[config.mk]
export PLATFORM = sky130hd
export DESIGN_NAME = pipe_stage_ctrl
export DESIGN_NICKNAME = d
export VERILOG_FILES = /design/src/rtl/pipe_ctrl_pkg.sv /design/src/rtl/sat_counter.sv /design/src/rtl/pipe_stage_ctrl.sv
export SDC_FILE = /design/constraint.sdc
export NUM_CORES = 1
export LEC_CHECK = 0
export ABC_AREA = 1
export CAP_MARGIN = 25
export CORE_ASPECT_RATIO = 0.8
export CORE_MARGIN = 5
export CORE_UTILIZATION = 50
export CTS_BUF_LIST = sky130_fd_sc_hd__clkbuf_16
export DETAILED_ROUTE_END_ITERATION = 7
export PLACE_DENSITY = 0.8
export SYNTH_ARGS = -nofsm -noshare
export SYNTH_HDL_FRONTEND = slang
export SYNTH_SLANG_ARGS = --single-unit
[constraint.sdc]
create_clock -name Clock -period 2.1 [get_ports Clock]
set_clock_uncertainty 0.2 [all_clocks]
set_input_delay 0.42 -clock Clock [delete_from_list [all_inputs] [get_ports Clock]]
set_output_delay 0.42 -clock Clock [all_outputs]
set_load 0.05 [all_outputs]
[src/rtl/pipe_ctrl_pkg.sv]
// Shared definitions for the pipeline stage sequencer: FSM state encoding,
// stage indices and the En/Flush patterns driven onto the register banks.
package pipe_ctrl_pkg;

  localparam int unsigned N_STAGES = 5;
  localparam int unsigned LU_W     = 4;

  // Stage indices into En/Flush
  localparam int unsigned STG_PC    = 0;
  localparam int unsigned STG_IFID  = 1;
  localparam int unsigned STG_IDEX  = 2;
  localparam int unsigned STG_EXMEM = 3;
  localparam int unsigned STG_WB    = 4;

  typedef enum logic [1:0] {
    RUN     = 2'd0,
    LUSTALL = 2'd1,
    HALT    = 2'd2
  } state_e;

  localparam logic [N_STAGES-1:0] EN_NONE   = '0;
  localparam logic [N_STAGES-1:0] FL_NONE   = '0;
  localparam logic [N_STAGES-1:0] EN_ALL    = N_STAGES'((1 << STG_PC) | (1 << STG_IFID) |
                                                        (1 << STG_IDEX) | (1 << STG_EXMEM) |
                                                        (1 << STG_WB));
  // PC and IF/ID hold, EX/MEM and MEM/WB drain
  localparam logic [N_STAGES-1:0] EN_STALL  = N_STAGES'((1 << STG_EXMEM) | (1 << STG_WB));
  // Bubble into ID/EX
  localparam logic [N_STAGES-1:0] FL_BUBBLE = N_STAGES'(1 << STG_IDEX);
  // Squash the two wrong-path instructions behind a mispredicted branch
  localparam logic [N_STAGES-1:0] FL_REDIR  = N_STAGES'((1 << STG_IFID) | (1 << STG_IDEX));

endpackage

[src/rtl/sat_counter.sv]
// Saturating up-counter with synchronous clear (clear wins over increment).
// Ports: Clock, Reset_n (async, active-low), inc, clr, count[CNT_W-1:0].
module sat_counter #(
  parameter int unsigned CNT_W = 16
) (
  input  logic             Clock,
  input  logic             Reset_n,
  input  logic             inc,
  input  logic             clr,
  output logic [CNT_W-1:0] count
);

  localparam logic [CNT_W-1:0] CNT_MAX = '1;

  always_ff @(posedge Clock or negedge Reset_n) begin
    if (!Reset_n) begin
      count <= '0;
    end else if (clr) begin
      count <= '0;
    end else if (inc && (count != CNT_MAX)) begin
      count <= count + CNT_W'(1);
    end
  end

endmodule

[src/rtl/pipe_stage_ctrl.sv]
// Central sequencer for the PC, IF/ID, ID/EX, EX/MEM and MEM/WB register banks.
// Resolves halt / memory freeze / mispredict / load-use requests into per-stage
// ClockEnable (En) and clear (Flush) strobes, generates the shared Tick and
// keeps saturating stall and flush statistics.
// Ports: Clock, Reset_n (async, active-low); LoadUse, Mispredict, MemBusy,
// HaltReq, Resume, CntClr requests; Tick, En[4:0], Flush[4:0], Halted,
// StallCnt, FlushCnt outputs. En/Flush are combinational (act on the same edge).
module pipe_stage_ctrl
  import pipe_ctrl_pkg::*;
#(
  parameter int unsigned TICK_DIV  = 1,
  parameter int unsigned LU_CYCLES = 1,
  parameter int unsigned CNT_W     = 16
) (
  input  logic                Clock,
  input  logic                Reset_n,
  input  logic                LoadUse,
  input  logic                Mispredict,
  input  logic                MemBusy,
  input  logic                HaltReq,
  input  logic                Resume,
  input  logic                CntClr,
  output logic                Tick,
  output logic [N_STAGES-1:0] En,
  output logic [N_STAGES-1:0] Flush,
  output logic                Halted,
  output logic [CNT_W-1:0]    StallCnt,
  output logic [CNT_W-1:0]    FlushCnt
);

  localparam int unsigned       DIV_W    = (TICK_DIV > 1) ? $clog2(TICK_DIV) : 1;
  localparam logic [DIV_W-1:0]  DIV_LAST = DIV_W'(TICK_DIV - 1);
  localparam logic [LU_W-1:0]   LU_INIT  = LU_W'(LU_CYCLES - 1);

  logic [DIV_W-1:0]    div_q;
  logic                tick_c;
  state_e              state_q, state_nx;
  logic [LU_W-1:0]     lu_q, lu_nx;
  logic [N_STAGES-1:0] en_c, flush_c;
  logic                stall_inc_c, flush_inc_c;

  // Tick divider: Tick on the last count of each period
  always_ff @(posedge Clock or negedge Reset_n) begin
    if (!Reset_n) begin
      div_q <= '0;
    end else if (div_q == DIV_LAST) begin
      div_q <= '0;
    end else begin
      div_q <= div_q + DIV_W'(1);
    end
  end

  // Reset_n gates Tick so every strobe is quiet while reset is held
  assign tick_c = Reset_n && (div_q == DIV_LAST);

  // FSM state register
  always_ff @(posedge Clock or negedge Reset_n) begin
    if (!Reset_n) begin
      state_q <= RUN;
      lu_q    <= '0;
    end else begin
      state_q <= state_nx;
      lu_q    <= lu_nx;
    end
  end

  // Next state and Mealy strobes; priority HaltReq > MemBusy > Mispredict > LoadUse
  always_comb begin
    state_nx    = state_q;
    lu_nx       = lu_q;
    en_c        = EN_NONE;
    flush_c     = FL_NONE;
    stall_inc_c = 1'b0;
    flush_inc_c = 1'b0;
    if (tick_c) begin
      case (state_q)
        HALT: begin
          if (Resume) state_nx = RUN;
        end
        RUN, LUSTALL: begin
          if (HaltReq) begin
            state_nx = HALT;
            lu_nx    = '0;
          end else if (MemBusy) begin
            // Freeze keeps any pending load-use stall intact
            stall_inc_c = 1'b1;
          end else if (Mispredict) begin
            en_c        = EN_ALL;
            flush_c     = FL_REDIR;
            state_nx    = RUN;
            lu_nx       = '0;
            flush_inc_c = 1'b1;
          end else if (state_q == LUSTALL) begin
            en_c        = EN_STALL;
            flush_c     = FL_BUBBLE;
            stall_inc_c = 1'b1;
            lu_nx       = lu_q - LU_W'(1);
            if (lu_q == LU_W'(1)) state_nx = RUN;
          end else if (LoadUse) begin
            en_c        = EN_STALL;
            flush_c     = FL_BUBBLE;
            stall_inc_c = 1'b1;
            if (LU_CYCLES > 1) begin
              state_nx = LUSTALL;
              lu_nx    = LU_INIT;
            end
          end else begin
            en_c = EN_ALL;
          end
        end
        default: begin
          state_nx = RUN;
          lu_nx    = '0;
        end
      endcase
    end
  end

  assign Tick   = tick_c;
  assign En     = en_c;
  assign Flush  = flush_c;
  assign Halted = (state_q == HALT);

  // Statistics counters; CntClr acts regardless of Tick
  sat_counter #(.CNT_W(CNT_W)) u_stall_cnt (
    .Clock   (Clock),
    .Reset_n (Reset_n),
    .inc     (stall_inc_c),
    .clr     (CntClr),
    .count   (StallCnt)
  );

  sat_counter #(.CNT_W(CNT_W)) u_flush_cnt (
    .Clock   (Clock),
    .Reset_n (Reset_n),
    .inc     (flush_inc_c),
    .clr     (CntClr),
    .count   (FlushCnt)
  );

endmodule

; After elaboration in Yosys (flattened, before gate mapping)
; Cells that the tools add are included.
; Widths: inputs -> output; s select.
[word_totals]
reg_bits = 39
output_inout_bits = 44
[classes]
n_addsub = 4
eq_ne = 9
mux = 43
bitwise_logic = 2
n_reduce_logical = 9
[ops]
columns = operator, count
row1 = $mux 16, 4
row2 = $add 16x1->16 const B, 2
row3 = $ne 16x16->1 const B, 2
row4 = $mux 3, 10
row5 = $mux 5, 4
row6 = $mux 4, 4
row7 = $mux 1, 13
row8 = $mux 2, 6
row9 = $ne 4x4->1 const B, 2
row10 = $pmux 4 s2, 1
row11 = $reduce_and 5->1, 1
row12 = $eq 4x1->1 const B, 1
row13 = $pmux 2 s2, 1
row14 = $reduce_and 4->1, 1
row15 = $reduce_bool 2->1, 2
row16 = $sub 4x1->4 const B, 1
row17 = $logic_and 1x1->1, 3
row18 = $ne 3x3->1 const B, 1
row19 = $eq 2x1->1 const B, 1
row20 = $eq 2x2->1 const B, 1
row21 = $logic_not 2->1, 1
row22 = $ne 2x2->1 const B, 1
row23 = $not 1->1, 2
row24 = $reduce_or 2->1, 1
row25 = $add 1x1->1 const B, 1

; Depth between registers and ports, before layout
[logic_depth]
word_depth = 10
ltp_mapped = 10
depth_no_buf = 10

; Cells and area by module
; Synthesis repeated with hierarchy kept, for this count alone.
[hier_totals]
hier_cells = 320
area_unflattened_um2 = 2248.4
[by_module_without_submodules]
columns = module, instances, cells_each, area_each_um2
row1 = sat_counter (u_flush_cnt), 1, 144, 1037.2
row2 = sat_counter (u_stall_cnt), 1, 145, 1033.5
row3 = pipe_stage_ctrl, 1, 31, 177.7

; Least setup slack after synthesis
; OpenSTA, ideal clock, no wires.
[synth_path]
kind = register -> output
startpoint = register state_q[1]
endpoint = output port En[1]
arrival_ns = 1.924
required_time_ns = 1.480
path_slack_ns = -0.444
stages_incl_launch_ff = 5
cell_sequence = dfrtp_1 nor2_2 nand2_2 nor2_1 buf_4
[synth_between]
elab_chain_len = 7
elab_cells_between_ends = 9
[synth_rtl]
columns = item, line
row1 = "start, declared", pipe_stage_ctrl.sv:37  ; state_e state_q, state_nx;
row2 = "start signal, assigned", pipe_stage_ctrl.sv:62  ; state_q <= state_nx;
row3 = $eq 2x1->1, "pipe_stage_ctrl.sv:76, pipe_stage_ctrl.sv:93"
row4 = $mux 3, pipe_stage_ctrl.sv:93  ; end else if (state_q == LUSTALL) begin
row5 = $mux 3, pipe_stage_ctrl.sv:87  ; end else if (Mispredict) begin
row6 = $mux 5, pipe_stage_ctrl.sv:84  ; end else if (MemBusy) begin
row7 = $mux 5, pipe_stage_ctrl.sv:81  ; if (HaltReq) begin
row8 = $mux 5 *, pipe_stage_ctrl.sv:76  ; case (state_q)
row9 = $mux 5 *, pipe_stage_ctrl.sv:75  ; if (tick_c) begin
row10 = "end, declared", pipe_stage_ctrl.sv:24  ; output logic [N_STAGES-1:0] En,
; Mark *: on every way between the ends. The rest lies on a longest branch, timed or not.

; Final worst setup path
[layout_path]
startpoint = input port MemBusy
endpoint = output port En[0]
[layout_between]
elab_chain_len = 4
[layout_rtl]
columns = item, line
row1 = "start, declared", pipe_stage_ctrl.sv:19  ; input logic MemBusy,
row2 = $mux 5, pipe_stage_ctrl.sv:84
row3 = $mux 5, pipe_stage_ctrl.sv:81
row4 = $mux 5, pipe_stage_ctrl.sv:76
row5 = $mux 5, pipe_stage_ctrl.sv:75
; No other way between the ends.

==> key figures <==
Status
  – Status: finished, final reports clean

Layout
  – Final cell count without fillers: 441
  – Nets: 393
  – Final instance area: 3030 um2
  – Antenna cells: 0
  – Area of the multi-input gates: 1200 um2
  – Final Core Density: 72.0%
  – Fraction of final layout cells sized beyond drive strength 1: 23.4%
  – Layout area overhead: 37.8%
  – Sequential Area: 828 um2
  – Number of filler cells placed in the layout: 323

Clock tree
  – Longest Clk Path Bufs: 2
  – Clock Latency Late Sink: 0.28 ns
  – # H-tree levels: 2
  – Clk pin slew, worst setup/hold paths: 0.05 ns
  – CTS tree: built
  – Clk sinks: 33
  – Root buf cell: clkbuf_16
  – Num CTS Buffers: 5

Setup path
  – Cells along the critical path: clkdlybuf4s50_1 > inv_1 > nand2_2 > nor2_4 > buf_12
  – Slowest CP cell: clkdlybuf4s50_1
  – Startpoint class of the critical path: input pin
  – Crit path capture type: output port
  – WS Path Type: in2out
  – Cells on worst reg2reg path: 11
  – CP peak stage delay: 0.47 ns
  – Flop-to-flop setup slack: 0.12 ns
  – RR Endpoint: u_stall_cnt.count[2]
  – Worst flop-to-flop path startpoint: state_q[1]
  – Critical Path RT: 1.48 ns
  – Worst EP arrival: 1.43 ns
  – CP max FO: 3

STA
  – Hold Violations, Final: 0
  – Setup TNS: 0 ns
  – RSZ-0062 raised after global routing: no
  – Final setup fails: 0
  – Final Max Slew Viols: 0
  – Slew @ Worst Pin: 0.532 ns
  – FMAX: 0.489 GHz
  – Min Hold Slack: 0.00735 ns
  – Fin crit period: 2.05 ns
  – Tcrit/Tclk final: 97.4%
  – Worst setup margin: 0.0549 ns
  – Slew headroom: 64.4%

Placement
  – DP Cell Count: 427
  – I/O Buffers: 48
  – Post-DP HPWL: 4290 um
  – Placed instance area: 2820 um2
  – Setup Slack @ Placement: -0.213 ns
  – Routability Congestion: 0.939

Detailed routing
  – 1st-iter DRT viols: 174
  – Residual DRC: 0
  – Router iterations before antenna repair: 4
  – Vias/cell: 5.15
  – Via count: 2,270
  – DRT antenna net count: 0
  – WL/cell: 13.5 um
  – Total Routed Length: 5960 um

Global routing
  – Antenna violations before repair: 0
  – GRT overflow: 0
  – Vias in the first global route: 2,152
  – Overall global routing resource usage: 21.4%
  – First-pass GRT wire length: 10,300 um
  – Largest net degree at the start of global routing: 24

Floorplan
  – Die area: 5830 um2
  – Die width: 84.1 um
  – Initial Utilization: 52.3%
  – # rows: 21
  – Ports: 52
  – DIE HEIGHT: 69.3 um
  – Core area: 4200 um2

Synthesis
  – Synth area leader: dfrtp_1
  – Syn Std Cell Area: 2200 um2
  – Post-synth top area share: 37.6%
  – Mapped Cells: 318
  – Post-synthesis area per instance: 6.91 um2
  – Dominant cells by area after synthesis: dfrtp_1 38%, nand2_1 19%, nand3_1 6.2%, nor2_1 6.0%, inv_1 5.1%
  – Sequential fraction of the synthesis area: 37.6%
  – Most frequent cell after synthesis: nand2_1
  – Synth Flop Type: dfrtp_1
  – Top post-synthesis cells by count: 110 x nand2_1, 35 x nor2_1, 33 x dfrtp_1
  – Ys async rst share: 100%
  – Synth cell types: 26
  – EDFF count, synth: 0
  – #FFs+latches synth: 33
  – Warnings from Yosys: 0

Power and ir drop
  – Leak: 1.55 nW
  – PnR Total Power: 1.59 mW
  – Worst vdd ir: 409 uV
  – Pwr per Cell Area: 524 nW/um2

Hold path
  – Min-Delay Path Class: in2async

Run
  – Max-Cap Viols: 0
[what timing repair did]
action,CTS,global route
hold buffers,1,0
buffers inserted,4,1
pin swaps,3,3
endpoints found under the hold margin,10,0
resized for setup,2,4
endpoints found under the setup margin,7,18
[critical path: cells and delay by family]
kind	cells	cell delay, ns
AND/OR/NAND/NOR	2	0.28
buffers and inverters	3	0.73
[flip-flops by register name, summed over array words and instances, names as in the netlist]
| signal | cells |
|---|---|
| state_q | 1 |
| u_flush_cnt.count | 16 |
| u_stall_cnt.count | 16 |
[power by group]
group	switching [mW]	internal [mW]	leakage [nW]	total, mW
logic	0.143	0.0937	1.02	0.237
clock network	0.268	0.428	0.0687	0.696
registers	0.0102	0.644	0.455	0.654
total	0.421	1.17	1.55	1.59
[kinds of logic after synthesis]
family | after synthesis | synth area share [%]
AOI/OAI and AO/OA | 28 | 7.63
xor gates and xnor gates | 7 | 2.79
adders and majority gates | 2 | 1.14
buffers and inverters | 43 | 9.40
DFF | 33 | 37.6
other | 1 | 0.171
and+or+nand+nor | 204 | 41.3
[layer usage]
| layer | vias up | track usage [%] | routed length, um |
|---|---|---|---|
| li1 | 1147 | - | - |
| met2 | 86 | 32.9 | 2610 |
| met3 | 11 | 5.46 | 462 |
| met5 | - | 0 | 0 |
| met4 | 0 | 6.96 | 97 |
| met1 | 1026 | 29.4 | 2790 |
[area by class of cell]
type | count | area share (%)
clock inverters | 3 | 0.413
multi-input cells | 244 | 39.7
repair buffers | 68 | 22.0
inverters | 31 | 4.05
flip-flops and latches | 33 | 27.4
clock buffers | 5 | 4.13
well taps | 57 | 2.36
[worst max-delay path by stage]
stage | cells after the start | end | startpoint
floorplan | 9 | u_flush_cnt.count[6] | state_q[1]
global placement | 7 | Flush[2] | HaltReq
detailed placement | 7 | Flush[1] | HaltReq
CTS | 6 | En[0] | Mispredict
global route | 5 | En[0] | state_q[1]
finish | 5 | En[0] | MemBusy
[cells in the final DEF, fill, tap and decap left out, drive strengths merged, types with 7 or more instances in the layout]
cell   netlist  routed
xor2         7       7
nand4       16      16
nand3       27      27
a21oi        9       9
buf         10      61
nor2        44      44
nand2      113     113
inv         31      30
o21ai       12      12
dfrtp       33      33
Note: power is estimated with default switching activity, not from simulation.
